$ cat config.mk
export PLATFORM = sky130hd
export DESIGN_NAME = exp_mask_gearbox
export DESIGN_NICKNAME = d
export VERILOG_FILES = /design/src/rtl/exp_mask_gearbox.sv
export SDC_FILE = /design/constraint.sdc
export NUM_CORES = 1
export LEC_CHECK = 0
export ABC_AREA = 1
export CAP_MARGIN = 25
export CORE_UTILIZATION = 55
export CTS_BUF_LIST = sky130_fd_sc_hd__clkbuf_16
export CTS_CLUSTER_DIAMETER = 120
export CTS_CLUSTER_SIZE = 40
export DETAILED_ROUTE_END_ITERATION = 8
export PLACE_DENSITY_LB_ADDON = 0.05
export SETUP_SLACK_MARGIN = 0.15
export SLEW_MARGIN = 30
export SYNTH_ARGS = -nofsm -noshare
export SYNTH_HDL_FRONTEND = slang
export SYNTH_SLANG_ARGS = --single-unit
export TNS_END_PERCENT = 50
$ cat constraint.sdc
create_clock -name clk -period 2.3 [get_ports clk]
set_input_delay 0.46 -clock clk [delete_from_list [all_inputs] [get_ports clk]]
set_output_delay 0.46 -clock clk [all_outputs]
set_load 0.05 [all_outputs]
$ cat src/rtl/exp_mask_gearbox.sv
// -----------------------------------------------------------------------------
// exp_mask_gearbox
//
// Repacks the SHAKE256 squeeze stream (IN_W-bit words) into output beats of
// EXP_NUM_SAMPLERS raw samples of EXP_SAMPLE_W bits each, feeding the
// ExpandMask stage (exp_mask_ctrl). One polynomial of NUM_COEFFS coefficients
// is produced per start_i, after which done_o pulses for one cycle.
//
// Bits are consumed LSB-first: bit 0 of the first input word becomes bit 0 of
// data_o[0].
//
// Ports
//   clk           clock
//   rst           synchronous reset, active-high
//   zeroize       synchronous clear, same effect as rst (drops buffered bits)
//   start_i       begin one polynomial (only honoured in IDLE)
//   data_valid_i  input word valid
//   data_hold_o   input stall; a word moves when data_valid_i & ~data_hold_o
//   data_i        input word, bit 0 is the first squeezed bit
//   data_valid_o  output beat valid
//   data_hold_i   downstream stall; a beat moves when data_valid_o & ~data_hold_i
//   data_o        output samples, data_o[0] holds the oldest bits
//   done_o        one-cycle pulse when the polynomial is complete
//
// Optional build macro EXP_MASK_GEARBOX_STALL_CNT_EN
//   Adds stall_cnt_o[15:0]: saturating count of RUN cycles without a valid
//   output beat. Cleared by rst, zeroize and by start_i in IDLE.
// -----------------------------------------------------------------------------
module exp_mask_gearbox #(
    parameter int IN_W             = 64,
    parameter int EXP_NUM_SAMPLERS = 4,
    parameter int EXP_SAMPLE_W     = 20,
    parameter int NUM_COEFFS       = 256
) (
    input  logic                                         clk,
    input  logic                                         rst,
    input  logic                                         zeroize,
    input  logic                                         start_i,
    input  logic                                         data_valid_i,
    output logic                                         data_hold_o,
    input  logic [IN_W-1:0]                              data_i,
    output logic                                         data_valid_o,
    input  logic                                         data_hold_i,
    output logic [EXP_NUM_SAMPLERS-1:0][EXP_SAMPLE_W-1:0] data_o,
    output logic                                         done_o
`ifdef EXP_MASK_GEARBOX_STALL_CNT_EN
    ,
    output logic [15:0]                                  stall_cnt_o
`endif
);

    localparam int OUT_W     = EXP_NUM_SAMPLERS * EXP_SAMPLE_W;
    localparam int BUF_W     = IN_W + OUT_W;
    localparam int IN_WORDS  = NUM_COEFFS * EXP_SAMPLE_W / IN_W;
    localparam int OUT_BEATS = NUM_COEFFS / EXP_NUM_SAMPLERS;
    localparam int FILL_W    = $clog2(BUF_W + 1);
    localparam int ICNT_W    = $clog2(IN_WORDS + 1);
    localparam int OCNT_W    = $clog2(OUT_BEATS + 1);

    localparam logic [FILL_W-1:0] OUT_FILL = FILL_W'(OUT_W);
    localparam logic [FILL_W-1:0] IN_FILL  = FILL_W'(IN_W);
    localparam logic [ICNT_W-1:0] IN_LAST  = ICNT_W'(IN_WORDS);
    localparam logic [OCNT_W-1:0] OUT_LAST = OCNT_W'(OUT_BEATS - 1);

    typedef enum logic [1:0] {
        IDLE = 2'd0,
        RUN  = 2'd1,
        DONE = 2'd2
    } state_t;

    state_t              state_q;
    state_t              state_nxt;
    logic [BUF_W-1:0]    bits_q;
    logic [BUF_W-1:0]    bits_nxt;
    logic [FILL_W-1:0]   fill_q;
    logic [FILL_W-1:0]   fill_nxt;
    logic [FILL_W-1:0]   ins_pos;
    logic [ICNT_W-1:0]   in_cnt_q;
    logic [OCNT_W-1:0]   out_cnt_q;
    logic                word_xfer;
    logic                beat_xfer;

    assign word_xfer = data_valid_i & ~data_hold_o;
    assign beat_xfer = data_valid_o & ~data_hold_i;

    // Output samples come straight from the bit-queue register.
    assign data_o = bits_q[OUT_W-1:0];

    // -------------------------------------------------------------------------
    // FSM state register
    // -------------------------------------------------------------------------
    always_ff @(posedge clk) begin
        if (rst || zeroize) begin
            state_q <= IDLE;
        end else begin
            state_q <= state_nxt;
        end
    end

    // -------------------------------------------------------------------------
    // FSM next state and handshake outputs
    // -------------------------------------------------------------------------
    always_comb begin
        state_nxt    = state_q;
        data_hold_o  = 1'b1;
        data_valid_o = 1'b0;
        done_o       = 1'b0;
        case (state_q)
            IDLE: begin
                if (start_i) begin
                    state_nxt = RUN;
                end
            end
            RUN: begin
                data_valid_o = (fill_q >= OUT_FILL);
                // Accept a word only while it is guaranteed to fit after
                // the worst case of no beat leaving, and stop once every
                // word of the polynomial has been taken.
                data_hold_o  = (fill_q > OUT_FILL) || (in_cnt_q == IN_LAST);
                if (data_valid_o && !data_hold_i && (out_cnt_q == OUT_LAST)) begin
                    state_nxt = DONE;
                end
            end
            DONE: begin
                done_o    = 1'b1;
                state_nxt = IDLE;
            end
            default: begin
                state_nxt = IDLE;
            end
        endcase
    end

    // -------------------------------------------------------------------------
    // Bit-queue update: drop a beat from the bottom, then append the new word
    // directly above the surviving bits. Bits above fill are always zero, so
    // the append is a plain OR.
    // -------------------------------------------------------------------------
    always_comb begin
        bits_nxt = bits_q;
        fill_nxt = fill_q;
        ins_pos  = fill_q;
        if (beat_xfer) begin
            bits_nxt = bits_q >> OUT_W;
            fill_nxt = fill_q - OUT_FILL;
            ins_pos  = fill_q - OUT_FILL;
        end
        if (word_xfer) begin
            bits_nxt = bits_nxt | (BUF_W'(data_i) << ins_pos);
            fill_nxt = fill_nxt + IN_FILL;
        end
    end

    // -------------------------------------------------------------------------
    // Datapath registers. Everything is held clear outside RUN, which also
    // discards any residue when the polynomial ends or is aborted.
    // -------------------------------------------------------------------------
    always_ff @(posedge clk) begin
        if (rst || zeroize || (state_q != RUN)) begin
            bits_q    <= '0;
            fill_q    <= '0;
            in_cnt_q  <= '0;
            out_cnt_q <= '0;
        end else begin
            bits_q <= bits_nxt;
            fill_q <= fill_nxt;
            if (word_xfer) begin
                in_cnt_q <= in_cnt_q + ICNT_W'(1);
            end
            if (beat_xfer) begin
                out_cnt_q <= out_cnt_q + OCNT_W'(1);
            end
        end
    end

`ifdef EXP_MASK_GEARBOX_STALL_CNT_EN
    logic [15:0] stall_cnt_q;

    always_ff @(posedge clk) begin
        if (rst || zeroize) begin
            stall_cnt_q <= '0;
        end else if ((state_q == IDLE) && start_i) begin
            stall_cnt_q <= '0;
        end else if ((state_q == RUN) && !data_valid_o && (stall_cnt_q != 16'hFFFF)) begin
            stall_cnt_q <= stall_cnt_q + 16'd1;
        end
    end

    assign stall_cnt_o = stall_cnt_q;
`endif

endmodule

## After elaboration in Yosys (flattened, before gate mapping)

Index checks and enable logic that the tools add are counted.

| cells by class | value |
|---|---|
| add/sub/neg operators | 4 |
| order comparisons | 2 |
| equality and inequality tests | 7 |
| shifts and indexed selects | 1 |
| multiplexer cells | 10 |
| bitwise operators | 5 |
| reductions and logical operators | 8 |

Operator list:

| kind | count |
|---|---|
| 144-bit 2-to-1 mux | 2 |
| 144-bit bitwise OR | 1 |
| 64-bit by 8-bit << shifter with 144-bit output | 1 |
| 8-bit 2-to-1 mux | 2 |
| 7-bit by 1-bit adder with 7-bit output, second input constant | 2 |
| 8-bit by 7-bit adder with 8-bit output, second input constant | 1 |
| 8-bit by 7-bit greater-or-equal comparator with 1-bit output, second input constant | 1 |
| 8-bit by 7-bit greater-than comparator with 1-bit output, second input constant | 1 |
| 8-bit by 7-bit subtractor with 8-bit output, second input constant | 1 |
| 7-bit by 6-bit == test with 1-bit output, second input constant | 1 |
| 7-bit == test, second input constant | 1 |
| 2-bit 2-to-1 mux | 2 |
| 2-bit != test, second input constant | 2 |
| 2-bit case mux with 2 select lines | 1 |
| 1-bit logical OR | 3 |
| 1-bit 2-to-1 mux | 3 |
| 1-bit AND | 2 |
| 2-bit by 1-bit == test with 1-bit output, second input constant | 1 |
| 2-bit == test, second input constant | 1 |
| 1-bit logical AND | 2 |
| 2-bit zero test | 1 |
| 2-bit by 1-bit != test with 1-bit output, second input constant | 1 |
| 1-bit NOT | 2 |
| 2-bit AND reduction | 1 |
| 1-bit zero test | 1 |

| storage, ports and cells | value |
|---|---|
| flip-flop bits (word level) | 168 |
| input bits | 70 |
| output and inout port bits | 83 |

## Longest topological paths before layout

Gate-level depths: netlist (run 1).

| depth | value |
|---|---|
| depth after elaboration | 7 |
| depth in mapped cells | 15 |
| mapped depth without buffers | 14 |

## Least setup slack after synthesis (run 1)

No wires, ideal clock.

| path | value |
|---|---|
| path type | reg2reg |
| start | register fill_q[4] |
| end | register bits_q[85] |
| library setup time | 0.128 ns |
| arrival | 1.886 ns |
| required time | 2.172 ns |
| path slack | 0.286 ns |
| stages on the path, launching flop included | 15 |
| path buffers | 2 |
| period minus slack after synthesis | 2.014 ns |
| path through | dfxtp_1 -> inv_2 -> ha_1 -> inv_1 -> nand2_2 -> nand3_4 -> nand4_2 -> nand2_1 -> buf_4 -> buf_2 -> nand2_1 -> nand3_1 -> nor2_1 -> nor2_1 -> nor2_1 |

| on the way | value |
|---|---|
| cells in the longest elaborated chain, start to end | 7 |
| elaborated cells between the ends (all ways) | 14 |
| classes of those cells | add/sub: 1; order compare: 2; shift: 1; mux: 5; bitwise: 4; reduce/logical: 1 |

RTL lines:

| element | RTL line | source |
|---|---|---|
| from (decl) | 75 | `logic [FILL_W-1:0] fill_q;` |
| from (signal assigned) | 166 | `fill_q <= fill_nxt;` |
| 8-bit by 7-bit greater-or-equal comparator with 1-bit output | 115 | `data_valid_o = (fill_q >= OUT_FILL);` |
| 1-bit 2-to-1 mux | 108 | `case (state_q)` |
| 1-bit AND | 84 | `assign beat_xfer = data_valid_o & ~data_hold_i;` |
| 8-bit 2-to-1 mux | 143 | `if (beat_xfer) begin` |
| 64-bit by 8-bit << shifter with 144-bit output | 149 | `bits_nxt = bits_nxt \| (BUF_W'(data_i) << ins_pos);` |
| 144-bit bitwise OR | 149 |  |
| 144-bit 2-to-1 mux (*) | 148 | `if (word_xfer) begin` |
| to (signal assigned) | 165 | `bits_q <= bits_nxt;` |
| to (decl) | 73 | `logic [BUF_W-1:0] bits_q;` |

Mark *: on every way between the ends. The rest lies on a longest branch, timed or not.
A chain may end at the register's enable or synchronous reset.

## Final worst setup path (run 1)

| path | value |
|---|---|
| start | register fill_q[5] |
| end | register bits_q[77] |

Same word-level chain as after synthesis.

==> results of run 1 <==
## synth_stat cells
cell type  instances  area share
ha_1               5      0.0065
nor2_4             2      0.0024
o21ai_0           25       0.013
nand2_1          244       0.096
nand3_1          211        0.11
buf_2             38       0.020
nor3_1             5      0.0026
buf_4             84       0.066
nor2_1           156       0.061
clkbuf_1          32       0.013
mux2i_1           63       0.066
buf_1              2     0.00078
o21ai_1           17      0.0089
nand3b_1          16       0.013
or2_2              2      0.0013
xor2_1             1     0.00091
nand2_4            2      0.0024
o22ai_1            1     0.00065
o21a_1            32       0.025
buf_6             12       0.014
o21bai_1          16       0.013
o21ai_4            1      0.0017
nand4_1            5      0.0033
nor4_1             2      0.0013
dfxtp_1          164        0.34
inv_1            115       0.045
a21oi_1          108       0.056
nand4_2            2      0.0026
nand3_4            2      0.0037
nor3b_1            2      0.0016
nand2_2            6      0.0039
nand3_2            1      0.0010
inv_2              5      0.0020
## worst max path at each step
stage               cells after the start           to   startpoint  slack, ns
global placement                       11   bits_q[79]  data_hold_i      -0.08
CTS                                     1   data_o[54]   bits_q[54]       0.13
finish                                 15   bits_q[77]    fill_q[5]       0.03
floorplan                              14   bits_q[85]    fill_q[4]       0.29
detailed placement                     11   bits_q[79]  data_hold_i      -0.09
global route                           15  bits_q[115]    fill_q[5]      -0.03
## per-layer routing
metal  global-route usage  wire length, um  vias up
met5                    0                0        -
met4                0.203             2190        0
met3               0.0805             3750      164
met2                0.553            16100      702
met1                0.448            13800     4693
li1                     -                -     4656
## layout by cell type, fill, tap and decap left out, types with 22 or more instances in the layout
cell type,netlist,final
nand3_1,211,196
nand2_1,244,235
buf_12,0,32
clkdlybuf4s50_1,0,140
clkbuf_16,0,29
o21ai_1,17,22
mux2i_1,63,63
o21a_1,32,32
a21oi_1,108,98
inv_1,115,112
dfxtp_1,164,162
buf_4,84,49
nor2_1,156,141
## cell families after synthesis
logic type / Yosys count / synth area share
and+or+nand+nor: 658 / 0.306
buffers and inverters: 288 / 0.160
AOI/OAI and AO/OA: 200 / 0.118
DFF: 164 / 0.343
muxes: 63 / 0.0658
adders and majority gates: 5 / 0.00653
xor gates and xnor gates: 1 / 0.000914
## critical path: stages (launching register included)
cell	delay, ns
dfxtp_2	0.38
inv_4	0.06
ha_4	0.16
inv_2	0.05
nand2_2	0.08
nand3_4	0.18
buf_6	0.12
nand4_1	0.15
nand2_4	0.16
nor2_4	0.06
nand2_4	0.15
buf_12	0.14
clkbuf_16	0.16
nor2_1	0.04
nor2_1	0.15
a21oi_1	0.09
## metrics by stage
stage	worst slack, ns	hold slack, ns	cells
after detailed placement	-0.0900	0.453	1639
after floorplan	0.286	0.440	1379
after global placement	-0.0816	0.447	1639
after CTS	0.125	0.462	1674
after global routing	-0.0268	0.488	1717
final	0.0292	0.463	1717
## flip-flops by register name, summed over array words and instances, names as in the netlist
signal and flops:
fill_q 4, in_cnt_q 7, bits_q 144, state_q 2
out_cnt_q 7
## repair_timing
item	CTS	global route
gates resized for setup	14	107
setup buffers	1	30
pin swaps	1	29
cloned	2	13
hold buffers	0	0
setup endpoints to repair	111	171
## layout make-up
cell class	count	share of cell area
multi-input cells	928	0.402
flip-flops and latches	164	0.260
repair buffers	253	0.232
inverters	120	0.0370
clock buffers	17	0.0336
well taps	220	0.0217
clock inverters	15	0.0144
## power breakdown
part	internal [mW]	leakage [nW]	total [mW]	switching [mW]
clock	1.72	0.293	3.00	1.28
combinational	0.205	3.98	0.444	0.239
sequential	2.84	1.32	2.84	0.00206
==> results.ini, run 1 <==
[detailed_routing]
wire_per_inst_um=20.9
final_antenna_net_count=0
vias=10200
route.detailed.drc=0
wl_um=35800
drtPass1Iterations=8
viasPerCell=5.95
drtIter0Drc=1156

[power]
finalPower_mw=6.28
vdd_drop_max_v=0.000584
powerDensity_mw_per_mm2=496
p_leak_nw=5.59

[finish]
area_growth_pct=32.1
fillCellCount=1337
drive_gt1_frac=0.147
post-route-util=0.753
final_cell_area_sq_mm=0.0127
layout.nets=1559
final-seq-area_sq_mm=0.00329
antenna_cells=0
multi_input_comb_area_sq_mm=0.00508

[timing]
clock_skew_ns=0.00609
finalCritPeriodShare=0.987
slew-limit-headroom=0.612
max_freq_ghz=0.440
setup_tns_ns=0
setup_viol=0
rsz0062_at_grt=yes
fin_crit_ns=2.27
worstMarginPinSlew_ns=0.580
slew_violations=0
hold_violations=0

[synthesis]
ys_ff_latch=164
synth_area_per_cell_sq_um=6.95
netlist_area_sq_mm=0.00958
yosysSeqAreaShare=0.343
synth_warnings=0
synthCells=1379
syn_nets=1454
ys_types=33

[clock_tree]
cts_buffers=17
cts_tree=built
clkSinkCount=164
h-tree-depth=4
clock_latency_ns=0.44
ctsLongestPathBuffers=2
path_clk_slew_ns=0.07
cts.root.buffer_cell=clkbuf_16

[global_route]
grt_max_degree=47
track_usage=0.354
grt_first_pass_wirelength_um=47600
antenna_found_initial=0
grt_pass1_vias=8657
grt-ovfl-total=0

[placed_design]
place_area_sq_mm=0.0110
hpwl_um=22200
io_buffer_count=152
gp_congestion=0.919

[floorplan]
fp.coreArea_sq_mm=0.0168
io_pins=153
num_rows=47
die_h_um=134
start_util=0.570
die_w_um=134
fp.dieArea_sq_mm=0.0179

[worst_setup_path]
cp-start-kind=register
crit_required_ns=2.63
critPathArrivalTime_ns=2.60
rrSetupSlack_ns=0.03
cp_max_fo=10
criticalPathCategory=reg -> reg
r2r_start=fill_q[5]
rr_worst_depth=15
critPathCaptureType=register
r2r_end=bits_q[77]

[worst_hold_path]
min-delay-start=bits_q[112]
min_to=bits_q[112]
hold_path_class=reg -> reg
whs_path_depth=2

[outcome]
status=finished clean

[run]
maxCapViolations=0

(Power assumes the default switching activity.)
==> inputs of run 2 (changes only) <==
==> constraint.sdc (replaced) <==
create_clock -name clk -period 2.3 [get_ports clk]
set_input_delay 0.46 -clock clk [delete_from_list [all_inputs] [get_ports clk]]
set_output_delay 0.46 -clock clk [all_outputs]
set_load 0.01 [all_outputs]
==> run 2 against run 1 <==
Effect of this change:
- global-route usage shrank 0.41 points
- core utilization fell by 3.5 points
- sequential cell count did not move
- clock power fell by 4%
- first-iteration DRC count increased by 0.61%
- combinational power down 8.8%
- clock-buffer cell count unchanged
- sequential power hardly changed
- cell area fell by 4.6%
- critical path type unchanged
- largest power group unchanged
==> results.ini, run 2 (same netlist as run 1, synthesis figures left out) <==
[finish]
regMostFlops=bits_q
layout.nets=1528
drive_gt1_frac=0.111
area_growth_pct=26.1
final_common_cell=nand2_1
final_cell_mix=nand2_1 (240), nand3_1 (198), dfxtp_1 (162)
top_regs=bits_q x144, in_cnt_q x7, out_cnt_q x7
final_cell_area_sq_mm=0.0121
largest_reg_flops=144
antenna_cells=0

[timing]
slew-limit-headroom=0.753
setup_viol=0
whs_ns=0.465
setup_tns_ns=0
worstMarginPinSlew_ns=0.370
fin_crit_ns=2.25
slew_violations=0
finalCritPeriodShare=0.980
clock_skew_ns=0.00929
hold_violations=0
fin_ws_ns=0.0457
max_freq_ghz=0.444
rsz0062_at_grt=yes

[floorplan]
fp.dieArea_sq_mm=0.0179
io_pins=153
die_h_um=134
start_util=0.570
fp.coreArea_sq_mm=0.0168
num_rows=47
die_w_um=134

[worst_setup_path]
cp-start-kind=register
crit_required_ns=2.68
critPathArrivalTime_ns=2.63
cp_max_fo=6
criticalPathCategory=reg -> reg
critPathCaptureType=register

[clock_tree]
clock_latency_ns=0.45
cts.root.buffer_cell=clkbuf_16
clkSinkCount=164
cts_buffers=17
cts_tree=built
ctsLongestPathBuffers=2
cts_hold_buf=0
h-tree-depth=4
path_clk_slew_ns=0.06

[global_route]
track_usage=0.350
grt_pass1_vias=8803
antenna_found_initial=0
grt-ovfl-total=0
grt_max_degree=65
grt_first_pass_wirelength_um=47300

[worst_hold_path]
hold_path_class=reg -> reg

[detailed_routing]
wl_um=33700
drtIter0Drc=1163
vias=9861
drtPass1Iterations=6
final_antenna_net_count=0
route.detailed.drc=0
viasPerCell=5.85
wire_per_inst_um=20.0

[outcome]
status=finished clean

[placed_design]
hpwl_um=21900
gp_congestion=0.949
io_buffer_count=152
place_area_sq_mm=0.0109
post-place-ws_ns=-0.0924

[power]
powerDensity_mw_per_mm2=506
vdd_drop_max_v=0.000560
p_leak_nw=5.25

[run]
maxCapViolations=0

-- run 2: cell types whose count changed in the layout (fill, tap and decap cells not counted), moves of 6 or more --
cell,delta
buf_12,-12
nor2_2,-7
o21ai_1,-7
o21ai_0,+9
a21oi_2,-6
nor2_1,+9
a21oi_1,+6
clkdlybuf4s50_1,+10
nand2_4,-8
buf_4,-18
dlygate4sd2_1,-7
-- run 2: timing repair --
action,in CTS,in global routing
setup endpoints to repair,38,149
gates resized for setup,11,49
setup buffers,5,5
cloned,1,11
pin swaps,2,9
endpoints found under the hold margin,0,0
-- run 2: final cells by class --
type	count	area, sq um
tap	220	275
clock inverter	15	158
sequential	164	3290
inverter	120	460
multi-input combinational	928	4940
timing repair buffer	222	2530
clock buffer	17	425
fill	1425	4740
-- run 2: through the flow --
step / std cells / utilization / power (mW)
2_1_floorplan: 1379 / - / 3.08
3_3_place_gp: 1632 / 0.649 / 3.29
3_5_place_dp: 1632 / 0.649 / 3.28
4_1_cts: 1670 / 0.689 / 6.09
5_1_grt: 1686 / 0.718 / 6.28
6_report: 1686 / 0.718 / 6.11
-- run 2: path summary, 6_finish.rpt --
path	start	to	slack [ns]	depth (start not counted)
setup / recovery	fill_q[5]	bits_q[91]	0.05	15
hold / removal	bits_q[143]	bits_q[143]	0.46	2
setup reg to reg	fill_q[5]	bits_q[91]	0.05	15
hold reg to reg	bits_q[143]	bits_q[143]	0.46	2
-- run 2: worst max-delay path: stages (launching register included) --
cell       delay, ns
dfxtp_2         0.34
inv_4           0.08
ha_2            0.19
nand2_2         0.07
nand3_4         0.12
buf_6           0.14
nand3_4         0.11
buf_6           0.15
o21ai_4         0.17
buf_12          0.16
buf_12          0.12
clkbuf_16       0.15
nand3_1         0.09
o21bai_1        0.16
nor2_1          0.06
nor2_1          0.08
-- run 2: routing by layer --
| metal | global-route usage | up-vias | wire length, um |
|---|---|---|---|
| met2 | 0.562 | 634 | 15300 |
| met3 | 0.0782 | 141 | 3660 |
| met5 | 0 | - | 0 |
| met1 | 0.432 | 4500 | 12700 |
| li1 | - | 4586 | - |
| met4 | 0.199 | 0 | 2080 |
-- run 2: report_power, final --
group / switching, mW / internal [mW]
registers: 0.00204 / 2.84
logic: 0.217 / 0.188
clock network: 1.26 / 1.60
total: 1.48 / 4.63
==> inputs of run 3 (changes only) <==
--- a/config.mk
+++ b/config.mk
@@ -5,9 +5,8 @@
 export SDC_FILE = /design/constraint.sdc
 export NUM_CORES = 1
 export LEC_CHECK = 0
-export ABC_AREA = 1
-export CAP_MARGIN = 25
-export CORE_UTILIZATION = 55
+export ABC_AREA = 0
+export CORE_UTILIZATION = 54
 export CTS_BUF_LIST = sky130_fd_sc_hd__clkbuf_16
 export CTS_CLUSTER_DIAMETER = 120
 export CTS_CLUSTER_SIZE = 40
==> run 3 against run 2 <==
Effect of this change:
- the flow now finishes with violations (setup timing)
- routed wire length up 7.2%
- clock skew down 0.0015 ns
- combinational power up 54%
- worst setup slack worse by 0.26 ns
- register-to-register slack worse by 0.26 ns
- hold slack worse by 0.0041 ns
- sequential power about the same
- core utilization up 12 points
==> results.ini, run 3 <==
[synthesis]
yosysMostFrequentCell=dfxtp_1
synthFlopType=dfxtp_1
ys_async_sr_fraction=0
syn_nets=1088
yosys.area.top_type=dfxtp_1
synth_top_area_frac=0.369
synth_area_leaders=dfxtp_1 (37%), mux2i_1 (11%), buf_4 (6.7%)
synthTopCellsByCount=dfxtp_1 (164), nand2_1 (127), mux2i_1 (99)
synth_warnings=0
yosysSeqAreaShare=0.369
synth_edf_count=0
synthCells=1013
ys_types=57
ys_ff_latch=164
synth_area_per_cell_sq_um=8.79
netlist_area_sq_mm=0.00891

[finish]
area_growth_pct=50.0
layout.nets=1284
multi_input_comb_area_sq_mm=0.00562
final_cell_mix=dfxtp_1 (159), clkdlybuf4s50_1 (149), nand2_1 (119)
antenna_cells=0
fillCellCount=912
top_regs=bits_q x144, in_cnt_q x7, out_cnt_q x7
largest_reg_flops=144
regMostFlops=bits_q
final-seq-area_sq_mm=0.00329
post-route-util=0.835
drive_gt1_frac=0.301
final_common_cell=dfxtp_1

[detailed_routing]
drtPass1Iterations=7
drtIter0Drc=1361
vias=9628
viasPerCell=6.70
wl_um=36100
final_antenna_net_count=0
route.detailed.drc=0
wire_per_inst_um=25.1

[timing]
slew-limit-headroom=0.580
clock_skew_ns=0.00780
worstMarginPinSlew_ns=0.631
finalCritPeriodShare=1.09
setup_viol=114
fin_ws_ns=-0.214
fin_crit_ns=2.51
setup_tns_ns=-8.91
rsz0062_at_grt=yes
slew_violations=0
whs_ns=0.461
hold_violations=0
max_freq_ghz=0.398

[worst_hold_path]
hold_path_class=reg -> reg

[clock_tree]
h-tree-depth=4
ctsLongestPathBuffers=2
path_clk_slew_ns=0.07
clkSinkCount=164
clock_latency_ns=0.44
cts_hold_buf=0
cts_buffers=17
cts.root.buffer_cell=clkbuf_16
cts_tree=built

[worst_setup_path]
critPathArrivalTime_ns=2.89
critPathCaptureType=register
cp-start-kind=register
crit_required_ns=2.68
criticalPathCategory=reg -> reg
cp_max_fo=8

[placed_design]
io_buffer_count=152
post-place-ws_ns=-0.508
gp_congestion=0.946
hpwl_um=20700

[floorplan]
start_util=0.557
fp.coreArea_sq_mm=0.0160
num_rows=46
fp.dieArea_sq_mm=0.0170
io_pins=153
die_w_um=130
die_h_um=130

[run]
maxCapViolations=0

[global_route]
track_usage=0.394
grt_max_degree=57
grt-ovfl-total=0
antenna_found_initial=1
grt_pass1_vias=8665
grt_first_pass_wirelength_um=50300

[power]
finalPower_mw=6.22
powerDensity_mw_per_mm2=466
p_leak_nw=4.97
vdd_drop_max_v=0.000525

[outcome]
violations=setup timing
status=complete, but fails checks

==> run 3: layer usage <==
layer	GRT usage	vias to the layer above	wire length [um]
met5	0	-	13
met3	0.0904	231	4600
met1	0.542	4449	13900
met4	0.161	2	2080
li1	-	4076	-
met2	0.597	870	15500
==> run 3: per-stage QoR <==
stage                     instances  cell area [sq um]
after floorplan                1013               9110
after global placement         1365              11300
after detailed placement       1365              11300
after CTS                      1425              13000
after global routing           1438              13400
final                          1438              13400
==> run 3: kinds of logic (layout without fill, tap and decap cells) <==
| kind of cell | Yosys count | count (layout) | share of synthesized area |
|---|---|---|---|
| compound gates | 296 | 296 | 0.242 |
| simple gates | 271 | 271 | 0.153 |
| buf+inv | 168 | 377 | 0.109 |
| flops | 164 | 164 | 0.369 |
| mux | 99 | 99 | 0.111 |
| xor+xnor | 10 | 10 | 0.00983 |
| fa+ha+maj | 5 | 5 | 0.00702 |
==> run 3: timing repair <==
item	in CTS	in global routing
endpoints found under the setup margin	146	149
pin swaps	63	44
gates resized for setup	176	67
buffers inserted	17	9
gates cloned	11	4
==> run 3: worst paths after layout <==
path	slack (ns)	from	cells past startpoint	endpoint
worst max-delay path	-0.21	fill_q[4]	12	bits_q[139]
worst min register to register	0.46	bits_q[90]	2	bits_q[90]
worst max register to register	-0.21	fill_q[4]	12	bits_q[139]
worst min-delay path	0.46	bits_q[90]	2	bits_q[90]
==> run 3: area by class of cell <==
| cell class | instances | share of cell area |
|---|---|---|
| clock inverter | 15 | 0.00927 |
| multi-input combinational | 681 | 0.420 |
| clock buffer | 17 | 0.0318 |
| tap | 216 | 0.0202 |
| sequential | 164 | 0.247 |
| inverter | 6 | 0.00206 |
| timing repair buffer | 339 | 0.270 |
==> run 3: where the power goes <==
part | switching (mW) | total [mW] | internal [mW]
logic | 0.330 | 0.622 | 0.291
registers | 0.00207 | 2.84 | 2.84
clock network | 1.35 | 2.76 | 1.41
total | 1.68 | 6.22 | 4.54
==> run 3: critical path, cell delays in order, from the launching register on <==
cell and delay (ns):
dfxtp_4 0.38, inv_4 0.04, ha_4 0.16, buf_4 0.15
nor4b_4 0.31, mux2i_2 0.12, nand4bb_4 0.24, buf_12 0.17
a2111oi_4 0.32, buf_4 0.22, clkbuf_16 0.16, a22oi_1 0.07
o21ai_1 0.10
